--- src/rtl/ram_port_arbiter_pkg.sv ---
`default_nettype none
// ============================================================================
// ram_arb_pkg : shared constants, FSM encoding and helpers for ram_port_arbiter
// Rev 1.0
// ============================================================================
package ram_arb_pkg;

  localparam int N_PORTS  = 3;
  localparam int P_RX     = 0;
  localparam int P_CORE   = 1;
  localparam int P_TX     = 2;
  localparam int LOCK_MAX = 256;
  localparam int LOCK_CW  = $clog2(LOCK_MAX);

  typedef enum logic [0:0] {
    ARB    = 1'b0,
    LOCKED = 1'b1
  } arb_state_e;

  function automatic logic [1:0] onehot_to_idx(input logic [N_PORTS-1:0] oh);
    if (oh[P_TX])        return 2'(P_TX);
    else if (oh[P_CORE]) return 2'(P_CORE);
    else                 return 2'(P_RX);
  endfunction

endpackage
`default_nettype wire

--- src/rtl/ram_port_arbiter_if.sv ---
`default_nettype none
// ============================================================================
// ram_port_arbiter_if : requester-side and RAM-side bus of the frame RAM arbiter
// Rev 1.0
// ============================================================================
interface ram_port_arbiter_if
  import ram_arb_pkg::*;
#(
  parameter int DW = 8,
  parameter int AW = 17
);
  logic [N_PORTS-1:0]    req_i;
  logic [N_PORTS-1:0]    we_i;
  logic [N_PORTS-1:0]    lock_i;
  logic [N_PORTS*AW-1:0] addr_i;
  logic [N_PORTS*DW-1:0] wdata_i;
  logic [N_PORTS-1:0]    gnt_o;
  logic [N_PORTS-1:0]    rvalid_o;
  logic [DW-1:0]         rdata_o;
  logic [N_PORTS-1:0]    err_o;
  logic                  ram_en_o;
  logic                  ram_we_o;
  logic [AW-1:0]         ram_addr_o;
  logic [DW-1:0]         ram_wdata_o;
  logic [DW-1:0]         ram_rdata_i;
  logic                  busy_o;

  modport slave (
    input  req_i, we_i, lock_i, addr_i, wdata_i, ram_rdata_i,
    output gnt_o, rvalid_o, rdata_o, err_o, ram_en_o, ram_we_o,
           ram_addr_o, ram_wdata_o, busy_o
  );

  modport master (
    output req_i, we_i, lock_i, addr_i, wdata_i, ram_rdata_i,
    input  gnt_o, rvalid_o, rdata_o, err_o, ram_en_o, ram_we_o,
           ram_addr_o, ram_wdata_o, busy_o
  );
endinterface
`default_nettype wire

--- src/rtl/ram_port_arbiter_rr_pick3.sv ---
`default_nettype none
// ============================================================================
// rr_pick3 : 3-way round-robin selector, search order ptr+1, ptr+2, ptr
// Rev 1.0
// ============================================================================
module rr_pick3 (
  input  logic [2:0] req,
  input  logic [1:0] ptr,
  output logic [2:0] gnt
);

  always_comb begin
    gnt = 3'b000;
    case (ptr)
      2'd0: begin
        if (req[1])      gnt = 3'b010;
        else if (req[2]) gnt = 3'b100;
        else if (req[0]) gnt = 3'b001;
      end
      2'd1: begin
        if (req[2])      gnt = 3'b100;
        else if (req[0]) gnt = 3'b001;
        else if (req[1]) gnt = 3'b010;
      end
      default: begin
        if (req[0])      gnt = 3'b001;
        else if (req[1]) gnt = 3'b010;
        else if (req[2]) gnt = 3'b100;
      end
    endcase
  end

endmodule
`default_nettype wire

--- src/rtl/ram_port_arbiter.sv ---
`default_nettype none
// ============================================================================
// ram_port_arbiter : round-robin share of one single-port frame RAM among three
//                    requesters, with burst lock and out-of-range trapping
// Rev 1.0
// ============================================================================
module ram_port_arbiter
  import ram_arb_pkg::*;
#(
  parameter int DW     = 8,
  parameter int AW     = 17,
  parameter int DEPTH  = 76800,
  parameter int RD_LAT = 1
) (
  input  logic                     clk_i,
  input  logic                     rst_i,
  ram_port_arbiter_if.slave        bus
);

  arb_state_e               state_q, state_d;
  logic [1:0]               ptr_q, ptr_d;
  logic [1:0]               owner_q, owner_d;
  logic [LOCK_CW-1:0]       cnt_q, cnt_d;

  logic [N_PORTS-1:0]       eligible, pick, gnt;
  logic [1:0]               win_idx;
  logic [AW-1:0]            win_addr;
  logic [DW-1:0]            win_wdata;
  logic                     win_we, win_lock, win_oor, any_gnt;

  logic                     en_q, we_q;
  logic [AW-1:0]            addr_q;
  logic [DW-1:0]            wdata_q;
  logic [N_PORTS-1:0]       tag_q [RD_LAT+1];
  logic [RD_LAT:0]          oor_q;
  logic                     tag_any;
  logic [N_PORTS-1:0]       valid_out;

  always_comb begin
    eligible = bus.req_i;
    if (state_q == LOCKED) eligible = bus.req_i & (3'b001 << owner_q);
  end

  rr_pick3 u_pick (
    .req (eligible),
    .ptr (ptr_q),
    .gnt (pick)
  );

  assign gnt       = pick & {N_PORTS{~rst_i}};
  assign any_gnt   = |gnt;
  assign win_idx   = onehot_to_idx(pick);
  assign win_addr  = bus.addr_i[int'(win_idx)*AW +: AW];
  assign win_wdata = bus.wdata_i[int'(win_idx)*DW +: DW];
  assign win_we    = bus.we_i[win_idx];
  assign win_lock  = bus.lock_i[win_idx];
  assign win_oor   = {1'b0, win_addr} >= (AW+1)'(DEPTH);

  always_comb begin
    state_d = state_q;
    ptr_d   = ptr_q;
    owner_d = owner_q;
    cnt_d   = cnt_q;
    if (any_gnt) ptr_d = win_idx;
    case (state_q)
      ARB: begin
        if (any_gnt && win_lock) begin
          state_d = LOCKED;
          owner_d = win_idx;
          cnt_d   = LOCK_CW'(1);
        end
      end
      LOCKED: begin
        // The grant that reaches LOCK_MAX ends the burst so other ports get a turn
        if (any_gnt) begin
          if (!win_lock || cnt_q == LOCK_CW'(LOCK_MAX-1)) state_d = ARB;
          else                                              cnt_d   = cnt_q + 1'b1;
        end else if (!bus.req_i[owner_q] && !bus.lock_i[owner_q]) begin
          state_d = ARB;
          ptr_d   = owner_q;
        end
      end
      default: state_d = ARB;
    endcase
  end

  always_ff @(posedge clk_i) begin
    if (rst_i) begin
      state_q <= ARB;
      // Last winner taken as port 2 so port 0 leads the first search
      ptr_q   <= 2'(N_PORTS-1);
      owner_q <= 2'd0;
      cnt_q   <= '0;
      en_q    <= 1'b0;
      we_q    <= 1'b0;
      addr_q  <= '0;
      wdata_q <= '0;
      oor_q   <= '0;
      for (int i = 0; i <= RD_LAT; i++) tag_q[i] <= '0;
    end else begin
      state_q <= state_d;
      ptr_q   <= ptr_d;
      owner_q <= owner_d;
      cnt_q   <= cnt_d;
      en_q    <= any_gnt && !win_oor;
      if (any_gnt) begin
        we_q    <= win_we;
        addr_q  <= win_addr;
        wdata_q <= win_wdata;
      end
      tag_q[0] <= (any_gnt && !win_we) ? gnt : '0;
      oor_q[0] <= any_gnt && win_oor;
      for (int i = 1; i <= RD_LAT; i++) begin
        tag_q[i] <= tag_q[i-1];
        oor_q[i] <= oor_q[i-1];
      end
    end
  end

  always_comb begin
    tag_any = 1'b0;
    for (int i = 0; i <= RD_LAT; i++) tag_any = tag_any | (|tag_q[i]);
  end

  assign valid_out       = tag_q[RD_LAT] & {N_PORTS{~rst_i}};
  assign bus.gnt_o       = gnt;
  assign bus.err_o       = gnt & {N_PORTS{win_oor}};
  assign bus.rvalid_o    = valid_out;
  assign bus.rdata_o     = (|valid_out && !oor_q[RD_LAT]) ? bus.ram_rdata_i : '0;
  assign bus.ram_en_o    = en_q & ~rst_i;
  assign bus.ram_we_o    = we_q & ~rst_i;
  assign bus.ram_addr_o  = addr_q;
  assign bus.ram_wdata_o = wdata_q;
  assign bus.busy_o      = ((state_q == LOCKED) | tag_any) & ~rst_i;

endmodule
`default_nettype wire

--- src/flat_wrapper.sv ---
// flat-port wrapper written by rule: the top's interface ports become plain ports
module ram_port_arbiter_flat import ram_arb_pkg::*;
#(
  parameter int DW     = 8,
  parameter int AW     = 17,
  parameter int DEPTH  = 76800,
  parameter int RD_LAT = 1
)
  (clk_i, rst_i, bus_req_i, bus_we_i, bus_lock_i, bus_addr_i, bus_wdata_i, bus_ram_rdata_i, bus_gnt_o, bus_rvalid_o, bus_rdata_o, bus_err_o, bus_ram_en_o, bus_ram_we_o, bus_ram_addr_o, bus_ram_wdata_o, bus_busy_o);
  ram_port_arbiter_if #(.DW(DW), .AW(AW)) bus_i ();
  input  logic clk_i;
  input  logic rst_i;
  input wire logic [$bits(bus_i.req_i)-1:0] bus_req_i;
  input wire logic [$bits(bus_i.we_i)-1:0] bus_we_i;
  input wire logic [$bits(bus_i.lock_i)-1:0] bus_lock_i;
  input wire logic [$bits(bus_i.addr_i)-1:0] bus_addr_i;
  input wire logic [$bits(bus_i.wdata_i)-1:0] bus_wdata_i;
  input wire logic [$bits(bus_i.ram_rdata_i)-1:0] bus_ram_rdata_i;
  output wire logic [$bits(bus_i.gnt_o)-1:0] bus_gnt_o;
  output wire logic [$bits(bus_i.rvalid_o)-1:0] bus_rvalid_o;
  output wire logic [$bits(bus_i.rdata_o)-1:0] bus_rdata_o;
  output wire logic [$bits(bus_i.err_o)-1:0] bus_err_o;
  output wire logic [$bits(bus_i.ram_en_o)-1:0] bus_ram_en_o;
  output wire logic [$bits(bus_i.ram_we_o)-1:0] bus_ram_we_o;
  output wire logic [$bits(bus_i.ram_addr_o)-1:0] bus_ram_addr_o;
  output wire logic [$bits(bus_i.ram_wdata_o)-1:0] bus_ram_wdata_o;
  output wire logic [$bits(bus_i.busy_o)-1:0] bus_busy_o;
  assign bus_i.req_i = bus_req_i;
  assign bus_i.we_i = bus_we_i;
  assign bus_i.lock_i = bus_lock_i;
  assign bus_i.addr_i = bus_addr_i;
  assign bus_i.wdata_i = bus_wdata_i;
  assign bus_i.ram_rdata_i = bus_ram_rdata_i;
  assign bus_gnt_o = bus_i.gnt_o;
  assign bus_rvalid_o = bus_i.rvalid_o;
  assign bus_rdata_o = bus_i.rdata_o;
  assign bus_err_o = bus_i.err_o;
  assign bus_ram_en_o = bus_i.ram_en_o;
  assign bus_ram_we_o = bus_i.ram_we_o;
  assign bus_ram_addr_o = bus_i.ram_addr_o;
  assign bus_ram_wdata_o = bus_i.ram_wdata_o;
  assign bus_busy_o = bus_i.busy_o;
  ram_port_arbiter #(.DW(DW), .AW(AW), .DEPTH(DEPTH), .RD_LAT(RD_LAT)) u_core (.clk_i(clk_i), .rst_i(rst_i), .bus(bus_i));
endmodule
--- config.mk ---
export PLATFORM = sky130hd
export DESIGN_NAME = ram_port_arbiter_flat
export DESIGN_NICKNAME = d
export VERILOG_FILES = /design/src/rtl/ram_port_arbiter_pkg.sv /design/src/rtl/ram_port_arbiter_if.sv /design/src/rtl/ram_port_arbiter_rr_pick3.sv /design/src/rtl/ram_port_arbiter.sv /design/src/flat_wrapper.sv
export SDC_FILE = /design/constraint.sdc
export NUM_CORES = 1
export LEC_CHECK = 0
export CAP_MARGIN = 20
export CORE_AREA = 5 5 126 68
export DETAILED_ROUTE_END_ITERATION = 8
export DIE_AREA = 0 0 131 73
export GPL_ROUTABILITY_DRIVEN = 0
export PLACE_DENSITY = 0.79
export SLEW_MARGIN = 25
export SYNTH_ARGS = -nofsm -noshare
export SYNTH_HDL_FRONTEND = slang
export SYNTH_SLANG_ARGS = --single-unit
export TNS_END_PERCENT = 10
--- constraint.sdc ---
create_clock -name clk_i -period 2.4 [get_ports clk_i]
set_clock_uncertainty 0.05 [all_clocks]
set_input_delay 0.36 -clock clk_i [delete_from_list [all_inputs] [get_ports clk_i]]
set_output_delay 0.36 -clock clk_i [all_outputs]
set_load 0.005 [all_outputs]
; ---- Word-level counts from Yosys, hierarchy flattened
; Memory sizes are Yosys's and may differ from the RTL's.
; Cells that the tools add are included.
[classes]
addsub = 1
n_mul = 1
n_lt_le_gt_ge = 3
n_eq_ne = 5
shifts = 3
muxes = 41
bitwise = 13
n_reduce_logical = 20
[ops]
columns = cell, n
row1 = variable part select 51 x 32 -> 17 bit, 1
row2 = 2-to-1 mux 8 bit, 4
row3 = 2-to-1 mux 3 bit, 10
row4 = variable part select 24 x 6 -> 8 bit, 1
row5 = >= comparator 17 bit (second input constant), 1
row6 = one-hot mux 8 bit (2 select lines), 1
row7 = 2-to-1 mux 2 bit, 7
row8 = 2-to-1 mux 1 bit, 13
row9 = AND 3 bit, 4
row10 = OR reduction 3 bit, 4
row11 = adder 8 x 1 -> 8 bit (second input constant), 1
row12 = binary-select mux 1 bit (select 2 bit), 4
row13 = == test 8 bit (second input constant), 1
row14 = multiplier 2 x 5 -> 7 bit (second input constant), 1
row15 = logical AND 1 bit, 6
row16 = logical NOT 1 bit, 6
row17 = less-than comparator 2 x 3 -> 1 bit (second input constant), 2
row18 = one-hot mux 3 bit (2 select lines), 1
row19 = != test 2 bit (second input constant), 2
row20 = OR 1 bit, 4
row21 = AND 1 bit, 3
row22 = AND reduction 3 bit, 1
row23 = << shifter 1 x 2 -> 3 bit (first input constant), 1
row24 = == test 2 x 1 -> 1 bit (second input constant), 1
row25 = 6 further kinds, 7
[totals]
regBits = 42
mem_bits_rw = 6
in_bits = 94
out_inout_bits = 45
elab_cells = 97
n_memories = 1
[mem_list]
columns = memory, words, width, rd, rd_clocked_by_memory_dff, write_ports, line_no
row1 = u_core.tag_q, 2, 3, 2, 0, 2, ram_port_arbiter.sv:34  ; logic [N_PORTS-1:0] tag_q [RD_LAT+1];

; ---- Depth between registers and ports, before layout
; Gate-level depths: netlist of run 1.
[depth]
word_depth = 16
mapped_depth = 9
depth_no_buf = 7

; ---- By module
; From an unflattened synthesis of run 1, not the netlist that was laid out.
[unflattened]
hier_cells = 307
area_unflattened_um2 = 2527.4
[by_module_without_submodules]
columns = mod, instances, cells_per_inst, area_each_um2, seq_area_each_um2
row1 = ram_port_arbiter, 1, 300, 2476.1, 960.9
row2 = rr_pick3, 1, 7, 51.3, 0.0

; ---- Worst setup path before layout of run 1
; OpenSTA, ideal clock, no wires.
[synth_path]
path_kind = flip-flop to output port
startpoint = reg u_core.state_q
endpoint = out bus_err_o[0]
t_arrival_ps = 1654
t_required_ps = 1990
setup_slack_ps = 336
stages_incl_launch_ff = 9
path_buffers = 2
path_cell_list = dfxtp_1 > buf_2 > nor3b_1 > nor2_2 > o21ai_1 > buf_2 > mux2_2 > nand2_1 > nor2_1
[synth_between]
elab_chain_cells = 11
elab_cells_between_ends = 18
classes_between = mul (1) / order compare (1) / shift (1) / mux (13) / bitwise (2)
[synth_rtl]
columns = element, line_no
row1 = start: declaration, ram_port_arbiter.sv:20  ; arb_state_e state_q, state_d;
row2 = start signal: assignment, ram_port_arbiter.sv:101  ; state_q <= state_d;
row3 = 2-to-1 mux 3 bit *, ram_port_arbiter.sv:41  ; if (state_q == LOCKED) eligible = bus.req_i & (3'b001 << owner_q);
row4 = 2-to-1 mux 2 bit, ram_port_arbiter_rr_pick3.sv:23  ; else if (req[1]) gnt = 3'b010;
row5 = 2-to-1 mux 2 bit, ram_port_arbiter_rr_pick3.sv:22  ; else if (req[0]) gnt = 3'b001;
row6 = 2-to-1 mux 3 bit, ram_port_arbiter_rr_pick3.sv:21  ; if (req[2]) gnt = 3'b100;
row7 = one-hot mux 3 bit (2 select lines) *, ram_port_arbiter_rr_pick3.sv:14  ; case (ptr)
row8 = 2-to-1 mux 1 bit, ram_port_arbiter_pkg.sv:22  ; else if (oh[P_CORE]) return 2'(P_CORE);
row9 = 2-to-1 mux 2 bit, ram_port_arbiter_pkg.sv:21  ; if (oh[P_TX]) return 2'(P_TX);
row10 = multiplier 2 x 5 -> 7 bit, ram_port_arbiter.sv:53  ; assign win_addr = bus.addr_i[int'(win_idx)*AW +: AW];
row11 = variable part select 51 x 32 -> 17 bit, ram_port_arbiter.sv:53
row12 = >= comparator 17 bit, ram_port_arbiter.sv:57  ; assign win_oor = {1'b0, win_addr} >= (AW+1)'(DEPTH);
row13 = AND 3 bit *, ram_port_arbiter.sv:127  ; assign bus.err_o = gnt & {N_PORTS{win_oor}};
row14 = end: declaration, flat_wrapper.sv:22  ; output wire logic [$bits(bus_i.err_o)-1:0] bus_err_o;
; Mark *: on every way between the ends. The rest lies on a longest branch, timed or not.

; ---- Worst setup path after layout of run 1
[layout_path]
startpoint = reg u_core.owner_q[1]
endpoint = out bus_gnt_o[0]
[layout_between]
elab_chain_cells = 8
elab_cells_between_ends = 12
classes_between = shift (1) / mux (9) / bitwise (2)
[layout_rtl]
columns = element, line_no
row1 = start: declaration, ram_port_arbiter.sv:22  ; logic [1:0] owner_q, owner_d;
row2 = start signal: assignment, ram_port_arbiter.sv:103  ; owner_q <= owner_d;
row3 = << shifter 1 x 2 -> 3 bit *, ram_port_arbiter.sv:41
row4 = AND 3 bit *, ram_port_arbiter.sv:41
row5 = 2-to-1 mux 3 bit *, ram_port_arbiter.sv:41
row6 = 2-to-1 mux 1 bit, ram_port_arbiter_rr_pick3.sv:18  ; else if (req[0]) gnt = 3'b001;
row7 = 2-to-1 mux 3 bit, ram_port_arbiter_rr_pick3.sv:17  ; else if (req[2]) gnt = 3'b100;
row8 = 2-to-1 mux 3 bit, ram_port_arbiter_rr_pick3.sv:16  ; if (req[1]) gnt = 3'b010;
row9 = one-hot mux 3 bit (2 select lines) *, ram_port_arbiter_rr_pick3.sv:14
row10 = AND 3 bit *, ram_port_arbiter.sv:50  ; assign gnt = pick & {N_PORTS{~rst_i}};
row11 = end: declaration, flat_wrapper.sv:19  ; output wire logic [$bits(bus_i.gnt_o)-1:0] bus_gnt_o;
; Marked as above.

==> run summary, run 1 <==
The number of vias after detailed routing is 3422, and the initial cell density of the core is 0.388. The setup TNS after final layout was -0.0310 ns. In this run, synthesis inferred 0 flip-flops with an integrated enable. The worst slew margin relative to its limit was 0.592. Counting I/O delays and the setup requirement, the final critical path takes 2.43 ns. The run gives 1 as the final-report setup violation count.

The worst setup path is captured at an output pin. Max-cap violations in this run came to 0. In this run, distinct cell masters in the synthesized netlist total 64. Before CTS, the worst setup slack after placement is -0.591 ns. Largest area contributor in the synthesized netlist: dfxtp_1.

The overall overflow remaining after global route is 0. By area the synthesized netlist is led by dfxtp_1 33%, nand2_1 6.5%, mux2_2 5.0%, mux2i_1 4.4%, a311oi_1 3.3%. For this run, the number of standard cells in the final layout without fillers is 623. The total of flip-flops plus latches after synthesis was 48; the switching fraction of total power was 0.293. The dominant register cell in the synthesized netlist is dfxtp_1. The per-cell via count in the routed design is 5.49. Dividing total power by cell area gives a power density of 539 nW/um^2. The first global-routing pass estimated 17000 um of wire. Across the VDD grid, the largest voltage drop is 327 uV. After layout, the design draws a total of 2.75 mW. The flow ran to the end, but the final reports show violations. The total inserted antenna cells is 0, and the total clock sinks is 48. The instance count of the mapped netlist was 343. The logs give 0 for the final number of hold-violating endpoints and 0.226 for the global routing usage summed across all routing layers. The logs give 0 for the initial antenna violation count and 0 for the number of nets still failing antenna checks after routing. The tools report the total number of H-tree levels as 2. Yosys printed 0 warnings.

The worst setup path is of the flop to output pin kind. TritonCTS built the clock tree. The number of placed I/O pins came out at 139. The first routing iteration left 156 violations. Maximum fanout count along the critical path: 4.

The tools report the clock root buffer master as clkbuf_16. The highest achievable clock rate is 411 MHz, and the vertical die dimension is 73 um. The total area inside the core boundary comes to 7540 um^2. The async set-reset flop share out of synthesis came out at 0.

The final setup slack of the worst path is -0.0310 ns. In the layout the commonest cells are 130 x clkdlybuf4s50_1, 52 x buf_4, 50 x nand2_1. The net count of the mapped netlist is 438. The worst hold path belongs to the class flop to flop. The total die area is 9560 um^2. In this run, CTS created clock tree buffers numbering 5.

Final standard cell utilization of the core: 0.676. Setup repair after global routing could not meet its margin everywhere. Clock-pin slew was measured on the worst setup and hold paths at 0.07 ns. After detailed routing, the number of remaining DRC violations is 0. The tools report the required time of the critical path as 1.99 ns. The run gives 3323 as the number of global-route vias before repair.

Cell internal power was estimated by the tool at 1.94 mW. For the pin with the worst max-slew slack, the measured transition is 0.610 ns. For this run, the post-layout net count is 617.

After detailed routing, the total wire length is 11300 um. The die is 131 um wide. The longest clock path from root to sink contains 2 buffers. Counting tap cells, the placed design contains a total of 606 instances. For the share of total power in the clock network, the log shows 0.302.

The final period utilization was 1.01. Area fraction of the dominant cell type after synthesis: 0.328. The launching element type of the critical path is a flop. In this run the core area contains 23 standard-cell rows. The largest net degree at the start of global routing is 28, and the HPWL after detailed placement is 8370 um.

The sequential fraction of the synthesis area came out at 0.328. The fraction of layout cells with a size suffix above 1 was 0.262. The tools report the static power due to leakage as 1.98 nW. The run gives 0.357 as the relative contribution of combinational cells to total power.

The tools report the number of iterations in the first detailed-routing pass as 5. The final reports fail on negative setup slack. Summing every instance area after synthesis gives 2930 um^2.

STA puts the critical path data arrival time at 2.02 ns. Sequential cell fraction of total power: 0.340. The tools report the count of final max-slew check failures as 0. The net switching power is 806 uW, and the total of buffers placed on input and output ports is 138. The mean routed wirelength per cell was 18.2 um. Most common cell after layout, fill and taps aside: clkdlybuf4s50_1. The later pin in the worst-skew pair is clocked with a latency of 0.29 ns.

The synthesized area divided by synthesized cell count is 8.54 um^2. The area growth from synthesis to final layout works out to 74.1%.
[critical path: stages (launching register included)]
cell	delay, ns
dfxtp_4	0.37
buf_4	0.14
nor2b_4	0.05
buf_4	0.13
o21a_4	0.24
nor3_4	0.18
buf_4	0.13
clkdlybuf4s50_1	0.49
[final timing paths]
kind | start | to | slack, ns | cells past startpoint
worst max register to register | u_core.owner_q[0]$_SDFFE_PP0P_ | u_core.bus.ram_addr_o[14]$_SDFFE_PP0N_ | 0.13 | 10
worst min-delay path | u_core.oor_q[0]$_SDFF_PP0_ | u_core.oor_q[1]$_SDFF_PP0_ | 0.40 | 1
worst min register to register | u_core.oor_q[0]$_SDFF_PP0_ | u_core.oor_q[1]$_SDFF_PP0_ | 0.40 | 1
worst max-delay path | u_core.owner_q[1]$_SDFFE_PP0P_ | bus_gnt_o[0] | -0.03 | 7
[cells by family (layout without fill, tap and decap cells)]
kind of cell / Yosys count / count (layout) / share of synthesized area
compound gates: 98 / 98 / 0.277
mux: 26 / 26 / 0.0944
buf+inv: 33 / 213 / 0.0615
flops: 48 / 48 / 0.328
simple gates: 137 / 137 / 0.235
fa+ha+maj: 1 / 1 / 0.00427
[power by group through the flow]
stage / combinational [mW] / clock [mW] / sequential (mW)
after detailed placement: 0.890 / 0 / 0.945
after CTS: 0.945 / 0.838 / 0.932
after floorplan: 0.403 / 0 / 0.940
final: 0.981 / 0.831 / 0.935
after global placement: 0.873 / 0 / 0.943
after global routing: 1.05 / 0.877 / 0.944
[cell type report]
class,instances,area [um^2]
clock inverter,3,46.3
inverter,7,26.3
clock buffer,5,125
sequential,48,977
tap,100,125
fill,581,2440
timing repair buffer,198,1870
multi-input combinational,262,1930
[flip-flops by register name, indices dropped and copies added (netlist names)]
register	flops
u_core.owner_q	2
u_core.state_q	1
u_core.tag_q	6
u_core.cnt_q	8
u_core.ptr_q	2
u_core.bus.ram_wdata_o	8
u_core.bus.ram_addr_o	17
u_core.en_q	1
u_core.oor_q	2
u_core.we_q	1
[per-stage QoR]
stage / instance area, um^2 / hold slack [ns]
after floorplan: 2930 / 0.364
after global placement: 4690 / 0.381
after detailed placement: 4690 / 0.384
after CTS: 5020 / 0.403
after global routing: 5100 / 0.421
final: 5100 / 0.402
[what timing repair did]
item | 4_1_cts | 5_1_grt
setup endpoints to repair | 28 | 16
hold buffers | 0 | 0
pin swaps | 14 | 7
resized for setup | 40 | 21
setup buffers | 8 | 1
[cells in the mapped netlist, types with 2 or more instances]
cell type,number
or2_2,2
buf_2,9
nand3_1,10
nand3b_1,5
a21o_1,4
nor2_1,24
a22oi_1,8
a211oi_2,5
nand2b_1,2
dfxtp_1,48
o21a_1,2
nand2_1,51
a31o_1,6
nand3_2,2
mux2_2,13
o211ai_1,2
a31o_2,6
clkbuf_1,6
nor3b_1,4
o21ai_1,3
and2_1,9
o22ai_1,5
a22o_1,2
nor2b_1,13
a21oi_2,3
o211a_1,2
a211oi_1,5
nor4_1,3
buf_6,4
buf_1,3
mux2i_1,13
nor3_1,5
inv_1,6
o21ai_0,3
a311oi_1,11
buf_4,4
a21oi_1,13
[per-layer routing]
layer	wire, um	share of wire	up-vias	track usage
li1	-	-	1615	-
met1	4740	0.42	1594	0.295
met2	4900	0.43	193	0.348
met3	1500	0.13	20	0.0921
met4	180	0.016	0	0.0536
met5	0	0	-	0
No activity file was read; power rests on OpenSTA's default activity.
==> inputs of run 2 (changes only) <==
--- a/config.mk
+++ b/config.mk
@@ -5,12 +5,13 @@
 export SDC_FILE = /design/constraint.sdc
 export NUM_CORES = 1
 export LEC_CHECK = 0
-export CAP_MARGIN = 20
+export CAP_MARGIN = 5
 export CORE_AREA = 5 5 126 68
 export DETAILED_ROUTE_END_ITERATION = 8
 export DIE_AREA = 0 0 131 73
 export GPL_ROUTABILITY_DRIVEN = 0
-export PLACE_DENSITY = 0.79
+export PLACE_DENSITY = 0.77
+export REMOVE_ABC_BUFFERS = 1
 export SLEW_MARGIN = 25
 export SYNTH_ARGS = -nofsm -noshare
 export SYNTH_HDL_FRONTEND = slang
==> run 2 against run 1 <==
Net effect: the run now ends clean; sequential power is 0.7% lower; first-iteration DRC count increased by 3.2%; critical path depth is 4 higher; setup slack improved by 0.11 ns; final area shrank 2.5%; flip-flop and latch count is the same; die area did not move.
==> run summary, run 2 (synthesis gave the netlist of run 1 again) <==
The final critical delay including setup and external delays was 2.33 ns (was 2.43 ns). The number of maximum-capacitance constraint violations is 0 (unchanged). The critical path arrival was 2.48 ns (was 2.02 ns); the DRC violations left was 0 (unchanged). The area of the placeable core was 7540 um^2 (unchanged). The area growth from synthesis to final layout works out to 69.9% (was 74.1%).

The initial antenna violation count came out at 0 (unchanged). The total wirelength of the detailed-routed design was 10000 um (was 11300 um). The flip-flop count of the largest register after layout works out to 17 (unchanged). The clock root buffer master was clkbuf_16 (unchanged). Highest achievable clock rate: 430 MHz (was 411 MHz). For the final setup slack of the worst path, the log shows 0.0747 ns (was -0.0310 ns).

The largest net degree at the start of global routing was 27 (was 28); the post-route standard cell area excluding fillers was 4970 um^2 (was 5100 um^2). The fraction of layout cells with a size suffix above 1 works out to 0.233 (was 0.262). Count of final max-slew check failures: 0 (unchanged). Type of the setup path with the least slack: input port to flop (was flop to output pin).

The overall power after layout came out at 2.65 mW (was 2.75 mW). Most common cell after layout, fill and taps aside: clkdlybuf4s50_1 (unchanged). The total of buffers placed on input and output ports was 138 (unchanged).

Source-to-sink clock delay at the later pin of the worst-skew pair: 0.29 ns (about the same). Most frequent cells in the layout: 129 x clkdlybuf4s50_1, 51 x nand2_1, 46 x buf_4 (was 130 x clkdlybuf4s50_1, 52 x buf_4, 50 x nand2_1). Total clock sinks: 48 (unchanged).

The tools report the launching element type of the critical path as an input port (was a flop). The number of placed I/O pins is 139 (unchanged), and the total number of H-tree levels is 2 (unchanged). For the number of placement rows, the log shows 23 (unchanged). The total die area is 9560 um^2 (unchanged), and the clock-pin transition on the worst setup and hold timing paths is 0.06 ns (was 0.07 ns). The run gives 362 uV (was 327 uV) as the worst vdd rail ir drop. The vertical die dimension was 73 um (unchanged); the number of buffers on the longest clock path was 2 (unchanged).

The per-cell via count in the routed design came out at 5.26 (was 5.49). For the required time of the critical path, the log shows 2.55 ns (was 1.99 ns). The run finished with clean final reports. The run gives 4 (was 5) as the number of iterations in the first detailed-routing pass. The total power per unit cell area was 534 nW/um^2 (was 539 nW/um^2); the number of nets still failing antenna checks after routing was 0 (unchanged).

The cell area reported after detailed placement was 4660 um^2 (was 4690 um^2); the overall overflow remaining after global route was 0 (unchanged). The x dimension of the die came out at 131 um (unchanged). The worst-margin pin slew works out to 0.492 ns (was 0.610 ns).

The total inserted antenna cells is 0 (unchanged), and the worst hold slack is 0.402 ns (about the same). The final standard cell utilization of the core is 0.660 (was 0.676), and the final period utilization is 0.969 (was 1.01). The CTS buffer count was 5 (unchanged); the mean routed wirelength per cell was 16.3 um (was 18.2 um). Path category of the worst min-delay check: flop to flop (unchanged).

The maximum fanout count along the critical path was 9 (was 4). For the global-route wire length before repair, the log shows 15300 um (was 17000 um). TritonCTS built the clock tree.

The number of global-route vias before repair was 3186 (was 3323); the final number of hold-violating endpoints was 0 (unchanged). The initial cell density of the core is 0.388 (unchanged). For the layout net count, the log shows 609 (was 617). The final-report setup violation count is 0 (was 1), and the worst slew margin relative to its limit is 0.668 (was 0.592).

The run gives 3237 (was 3422) as the number of vias after detailed routing. Setup repair after global routing could not meet its margin everywhere. The static power due to leakage was 1.93 nW (was 1.98 nW); the initial DRC count was 161 (was 156).

The run gives 7840 um (was 8370 um) as the HPWL after detailed placement. Element type at the critical path end: a flop (was an output pin). The pre-CTS setup slack is -0.601 ns (was -0.591 ns). The tools report the global routing usage summed across all routing layers as 0.203 (was 0.226).
## run 2: cell count changes in the layout (fill, tap and decap cells not counted), moves of 2 or more
cell and delta:
dfxtp_4 -2, buf_4 -6, dfxtp_1 +2, buf_6 -3
## run 2: critical path, cell delays in order
cell             delay, ns
clkdlybuf4s50_1       0.48
buf_4                 0.15
inv_2                 0.05
o311ai_4              0.26
buf_6                 0.18
nor3b_1               0.05
o311ai_1              0.29
buf_4                 0.23
buf_4                 0.13
nand2_1               0.06
a221oi_2              0.24
## run 2: path summary, 6_finish.rpt
path	start	to	slack [ns]	depth (start not counted)
worst max register to register	u_core.state_q$_SDFF_PP0_	u_core.cnt_q[2]$_SDFFE_PP0P_	0.21	10
worst max-delay path	bus_req_i[2]	u_core.cnt_q[2]$_SDFFE_PP0P_	0.07	11
worst min register to register	u_core.bus.ram_addr_o[2]$_SDFFE_PP0N_	u_core.bus.ram_addr_o[2]$_SDFFE_PP0N_	0.40	2
worst min-delay path	u_core.bus.ram_addr_o[2]$_SDFFE_PP0N_	u_core.bus.ram_addr_o[2]$_SDFFE_PP0N_	0.40	2
## run 2: power by group
| group | internal, mW | total [mW] | leakage (nW) | switching (mW) |
|---|---|---|---|---|
| registers | 0.881 | 0.928 | 0.396 | 0.0474 |
| logic | 0.546 | 0.940 | 1.46 | 0.393 |
| clock network | 0.490 | 0.786 | 0.0808 | 0.296 |
## run 2: repair_timing
item	in CTS	in global routing
setup endpoints to repair	12	7
cloned	0	0
hold buffers	0	0
gates resized for setup	23	23
pin swaps	7	12
buffers inserted	2	3
## run 2: cell type report
cell class                 count  area (um^2)
fill                         611         2570
multi-input combinational    262         1880
timing repair buffer         190         1810
sequential                    48          970
clock buffer                   6          129
tap                          100          125
clock inverter                 2         35.0
inverter                       7         26.3
## run 2: stage by stage
stage               instances  TNS, ns
floorplan                 317    -5.64
global placement          602   -10.05
detailed placement        602   -11.65
CTS                       612  -0.0851
global route              615  -0.0921
finish                    615        0
## run 2: per-layer routing
metal	wire length, um	GRT usage	vias up
met1	4390	0.260	1504
met5	0	0	-
met2	4350	0.314	129
li1	-	-	1593
met3	1230	0.0848	11
met4	80	0.0582	0
==> inputs of run 3 (changes only) <==
==> constraint.sdc (replaced) <==
create_clock -name clk_i -period 2.55 [get_ports clk_i]
set_clock_uncertainty 0.05 [all_clocks]
set_input_delay 0.3825 -clock clk_i [delete_from_list [all_inputs] [get_ports clk_i]]
set_output_delay 0.3825 -clock clk_i [all_outputs]
set_load 0.005 [all_outputs]
==> run 3 against run 2 <==
Net effect: clock power fell by 15%; register-to-register slack improved by 0.10 ns; largest cell class unchanged; sequential share of layout area is 0.43 points higher; setup slack got worse by 0.055 ns.
==> run summary, run 3 (synthesis gave the netlist of run 1 again) <==
The flow ran to the end, and the final reports show no timing, DRC or antenna violations. The CTS buffer count is 5 (unchanged). The run gives 604 (was 609) as the layout net count. The worst vdd rail ir drop came out at 259 uV (was 362 uV). The sum of buffers and inverters on the critical path came out at 4 (was 6). The number of cells after detailed placement is 599 (was 602), and the largest net degree at the start of global routing is 30 (was 27). The total number of H-tree levels was 2 (unchanged); the count of final max-slew check failures was 0 (unchanged).

The path category of the worst min-delay check was flop to flop (unchanged). The global routing usage summed across all routing layers was 0.200 (was 0.203). Critical path arrival: 2.10 ns (was 2.48 ns). The cell at the slowest stage of the critical path was clkdlybuf4s50_1 (unchanged). The total clock sinks is 48 (unchanged), and the number of buffers on the longest clock path is 2 (unchanged). The fraction of layout cells with a size suffix above 1 is 0.212 (was 0.233), and the number of placement rows is 23 (unchanged).

The mean routed wirelength per cell came out at 16.1 um (was 16.3 um). Most frequent cells in the layout: 132 x clkdlybuf4s50_1, 51 x nand2_1, 45 x buf_4 (was 129 x clkdlybuf4s50_1, 51 x nand2_1, 46 x buf_4). Worst hold slack: 0.401 ns (was 0.402 ns).

The number of maximum-capacitance constraint violations was 0 (unchanged); the number of placed I/O pins was 139 (unchanged). Cells along the critical path: clkdlybuf4s50_1 > buf_4 > inv_2 > o311ai_4 > o211ai_1 > o21ai_4 > nor2_1 > dlygate4sd2_1 (was clkdlybuf4s50_1 > buf_4 > inv_2 > o311ai_4 > buf_6 > nor3b_1 > o311ai_1 > buf_4 > buf_4 > nand2_1 > a221oi_2). The non-filler instance count after layout was 610 (was 615). The worst-margin pin slew works out to 0.598 ns (was 0.492 ns).

The type of the setup path with the least slack was input port to output pin (was input port to flop). Setup repair after global routing could not meet its margin everywhere. TritonCTS built the clock tree. The per-cell via count in the routed design was 5.30 (was 5.26); the worst slew margin relative to its limit was 0.595 (was 0.668). The number of vias after detailed routing is 3236 (was 3237). The launching element type of the critical path was an input port (unchanged).

The source-to-sink clock delay at the later pin of the worst-skew pair is 0.29 ns (about the same), and the global-route wire length before repair is 15300 um (about the same). The most common cell after layout, fill and taps aside is clkdlybuf4s50_1 (unchanged). The run gives 4850 um^2 (was 4970 um^2) as the post-route standard cell area excluding fillers. The count of hold buffers inserted by post-cts repair came out at 0 (unchanged).

The run gives 2.12 ns (was 2.55 ns) as the required time of the critical path. The logs give 0 (unchanged) for the final number of hold-violating endpoints and 4640 um^2 (was 4660 um^2) for the cell area reported after detailed placement. The tools report the filler cell count in the final layout as 596 (was 611).

The number of global-route vias before repair is 3240 (was 3186). Cell type group with the largest total delay on the critical path: buffers and inverters (unchanged). The total power per unit cell area is 492 nW/um^2 (was 534 nW/um^2).

The tools report the initial DRC count as 122 (was 161). The largest incremental delay on the critical path came out at 0.48 ns (about the same). The logs give 0 (unchanged) for the final-report setup violation count and 7540 um^2 (unchanged) for the area of the placeable core. The highest achievable clock rate came out at 395 MHz.

For the initial cell density of the core, the log shows 0.388 (unchanged). The x dimension of the die is 131 um (unchanged). The total die area is 9560 um^2 (unchanged). The vertical die dimension was 73 um (unchanged); the maximum fanout count along the critical path was 5 (was 9). The final period utilization works out to 0.992.

The DRC violations left is 0 (unchanged). After layout, the minimum clock period comes to 2.53 ns. The run gives 0 (unchanged) as the total inserted antenna cells.

The element type at the critical path end was an output pin (was a flop). The total of buffers placed on input and output ports was 138 (unchanged); the total wirelength of the detailed-routed design was 9830 um (was 10000 um). Number of nets still failing antenna checks after routing: 0 (unchanged).

Clock root buffer master: clkbuf_16 (unchanged). The clock-pin transition on the worst setup and hold timing paths was 0.07 ns (was 0.06 ns). For the initial antenna violation count, the log shows 0 (unchanged). The logs give 1.88 nW (was 1.93 nW) for the static power due to leakage and 0 (unchanged) for the overall overflow remaining after global route. The logs give 7830 um (was 7840 um) for the HPWL after detailed placement and 4 (unchanged) for the number of iterations in the first detailed-routing pass. The area growth from synthesis to final layout came out at 65.6% (was 69.9%). Flip-flop count of the largest register after layout: 17 (unchanged).
[run 3: worst reg2reg max path, stage by stage (launching register included)]
cell and delay (ns):
dfxtp_1 0.33, buf_4 0.15, nor2b_1 0.14, or3_4 0.37, buf_4 0.14, nand3_2 0.10, o311ai_1 0.20, buf_4 0.23
a211oi_2 0.25, mux2i_1 0.20
[run 3: metrics by stage]
| step | TNS (ns) | utilization | power, mW | setup WS (ns) |
|---|---|---|---|---|
| after floorplan | -1.50 | - | 1.22 | -0.259 |
| after CTS | -0.220 | 0.640 | 2.40 | -0.149 |
| after global placement | -4.77 | 0.615 | 1.69 | -0.432 |
| after detailed placement | -7.21 | 0.615 | 1.71 | -0.519 |
| final | 0 | 0.643 | 2.39 | 0.0192 |
| after global routing | -0.160 | 0.643 | 2.52 | -0.0726 |
[run 3: final timing paths]
| check | start | to | slack (ns) | cells past startpoint |
|---|---|---|---|---|
| worst max-delay path | bus_req_i[2] | bus_err_o[2] | 0.02 | 8 |
| worst max register to register | u_core.ptr_q[0]$_SDFF_PP0_ | u_core.cnt_q[6]$_SDFFE_PP0P_ | 0.31 | 9 |
| worst min-delay path | u_core.bus.ram_addr_o[2]$_SDFFE_PP0N_ | u_core.bus.ram_addr_o[2]$_SDFFE_PP0N_ | 0.40 | 2 |
| worst min register to register | u_core.bus.ram_addr_o[2]$_SDFFE_PP0N_ | u_core.bus.ram_addr_o[2]$_SDFFE_PP0N_ | 0.40 | 2 |
[run 3: routing by layer]
metal / vias to the layer above / track usage / part of all wire
met2: 140 / 0.324 / 0.43
met1: 1494 / 0.246 / 0.43
met4: 0 / 0.0547 / 0.0079
met3: 12 / 0.0848 / 0.13
li1: 1590 / - / -
met5: - / 0 / 0
[run 3: area by class of cell]
class	instances	area, um^2	share of cell area
Inverter	7	26.3	0.00542
Multi-Input combinational cell	262	1820	0.375
Tap cell	100	125	0.0258
Sequential cell	48	966	0.199
Timing Repair Buffer	185	1770	0.364
Clock buffer	8	146	0.0302
[run 3: where the power goes]
| group | internal [mW] | total, mW | switching [mW] |
|---|---|---|---|
| clock | 0.392 | 0.670 | 0.278 |
| sequential | 0.830 | 0.873 | 0.0433 |
| combinational | 0.492 | 0.845 | 0.352 |
[run 3: what timing repair did]
action,in CTS,in global routing
resized for setup,14,6
setup endpoints to repair,6,5
pin swaps,4,2
setup buffers,2,1
==> RTL edit: new RTL, flow settings as in run 3 <==
Reset style: asynchronous (`rst_i`), changed in one clocked block.
--- a/src/rtl/ram_port_arbiter.sv
+++ b/src/rtl/ram_port_arbiter.sv
@@ -86,3 +86,3 @@
 
-  always_ff @(posedge clk_i) begin
+  always_ff @(posedge clk_i or posedge rst_i) begin
     if (rst_i) begin
Check against the original RTL: differs if rst_i is asserted again (counterexample within 4 cycles, from zero or initial values and one cycle with rst_i high); with rst_i held inactive, the same outputs for 10 cycles.
==> RTL edit against run 3 <==
The flow now finishes with violations (negative setup slack). Final area up 2.7%. Synthesized area down 0.43%. Global-route usage about the same. Worst setup slack worse by 83 ps. Routed wire length up 1.7%. Critical endpoint is now bus_err_o[0]. Via count down 3.0%. Highest routed layer unchanged. Sequential cell count unchanged.
Power is not compared: it rests on default switching activity, and its combinational part moved more than twofold at a synthesized area within 25%.
==> RTL edit: results (changes against run 3) <==
* Status: finished, violations left
* Failing checks: negative setup slack
* CP delay by family, top: flip-flops
* Post-DP HPWL at 7750 um (-1.1%)
* Crit path max fanout at 3 (-2)
* CP peak stage delay at 460 ps (-20 ps)
* Share of the yosys chip area belonging to registers at 41.2% (+8.4 points)
* Number of global-route vias before repair at 3019 (-6.8%)
* Crit-path slowest cell: dfrtp_2
* Largest net degree at the start of global routing at 41 (+37%)
* Final setup fails at 2 (+2)
* Slew at the pin closest to its max-slew limit at 443 ps (-156 ps)
* Predominant post-synthesis flop cell: dfrtp_1
* Critical R2R Launch: u_core.state_q$_DFF_PP0_
* Final WS setup at -64.1 ps (-83.3 ps)
* First-pass GRT wire length at 15200 um (-0.31%)
* Total Wirelength at 10000 um (+1.7%)
* Ys async rst share at 100% (+100 points)
* Critical Path AT at 2180 ps (+80 ps)
* DRT Pass-1 Iters at 5 (+1)
* Layout cell share with drive strength beyond 1 at 19.8% (-1.4 points)
* Via Count at 3139 (-3.0%)
* Synth unique cells at 54 (-16%)
* Critical Path Source: u_core.state_q$_DFF_PP0_
* Clk slew on worst S/H paths at ~60 ps
* Area of placed instances at 4660 um2 (+0.43%)
* Top post-synthesis cells by area: dfrtp_1 (40%), mux2i_1 (7.9%), nor2_1 (4.4%)
* Average instance area after synthesis at 9.34 um2 (+9.5%)
[RTL edit: cell count changes after synthesis, sizes merged, moves of 6 or more]
cell	before	now
a211oi	10	16
buf	20	13
dfrtp	0	47
nor2	25	34
a21o	4	16
a311oi	11	0
a31o	12	2
nand3	12	5
dfxtp	48	0
a31oi	1	7
o21ai	8	21
mux2i	13	23
nand2	51	19
[RTL edit: final timing paths]
kind	end	slack, ps	cells after the start
worst max-delay path	bus_err_o[0]	-60	9
worst min-delay path	u_core.oor_q[1]$_DFF_PP0_	300	0
worst max register to register	u_core.owner_q[0]$_DFFE_PP0P_	140	10
worst min register to register	u_core.oor_q[1]$_DFF_PP0_	300	0
max in group asynchronous	u_core.bus.ram_wdata_o[2]$_DFFE_PP0N_	1470	3
min in group asynchronous	u_core.tag_q[5]$_DFF_PP0_	400	2
[RTL edit: layer usage]
layer | vias to the layer above | part of all wire [%] | routed length (um) | GRT usage, %
li1 | 1492 | - | - | -
met1 | 1482 | 44 | 4360 | 27.9
met2 | 150 | 45 | 4500 | 31.0
met3 | 15 | 10 | 1010 | 6.80
met4 | 0 | 1.2 | 124 | 3.31
met5 | - | 0 | 0 | 0
[RTL edit: metrics by stage]
step / setup WS, ps / util [%] / setup TNS [ps]
2_1_floorplan: -1160 / - / -41610
3_3_place_gp: -449 / 61.8 / -7170
3_5_place_dp: -481 / 61.8 / -10520
4_1_cts: -94.4 / 65.1 / -174
5_1_grt: -135 / 66.0 / -243
6_report: -64.1 / 66.0 / -68.8
[RTL edit: kinds of logic (layout without fill, tap and decap cells)]
group | after synthesis | count (layout) | synth area share, %
AND/OR/NAND/NOR | 96 | 96 | 16.5
flip-flops | 48 | 48 | 41.2
adder cells (fa/ha/maj) | 1 | 1 | 0.429
AO/OA/AOI/OAI | 106 | 106 | 25.5
multiplexers | 31 | 31 | 11.0
buffers and inverters | 30 | 209 | 5.41
[RTL edit: power by group]
group	switching (uW)	leakage, uW	internal, uW
clock	280	0.0000901	516
combinational	1280	0.00155	1550
sequential	227	0.000591	1100
[RTL edit: timing repair]
action,4_1_cts,5_1_grt
hold buffers,0,0
pin swaps,4,3
endpoints found under the setup margin,6,5
gates cloned,0,0
resized for setup,22,12
setup buffers,3,6
hold endpoints to repair,0,0
[RTL edit: final cells by class]
type | instances | area (um2)
fillers | 605 | 2560
repair buffers | 190 | 1790
multi-input cells | 234 | 1620
flip-flops and latches | 48 | 1210
clock buffers | 7 | 153
well taps | 100 | 125
inverters | 11 | 48.8
clock inverters | 1 | 30.0
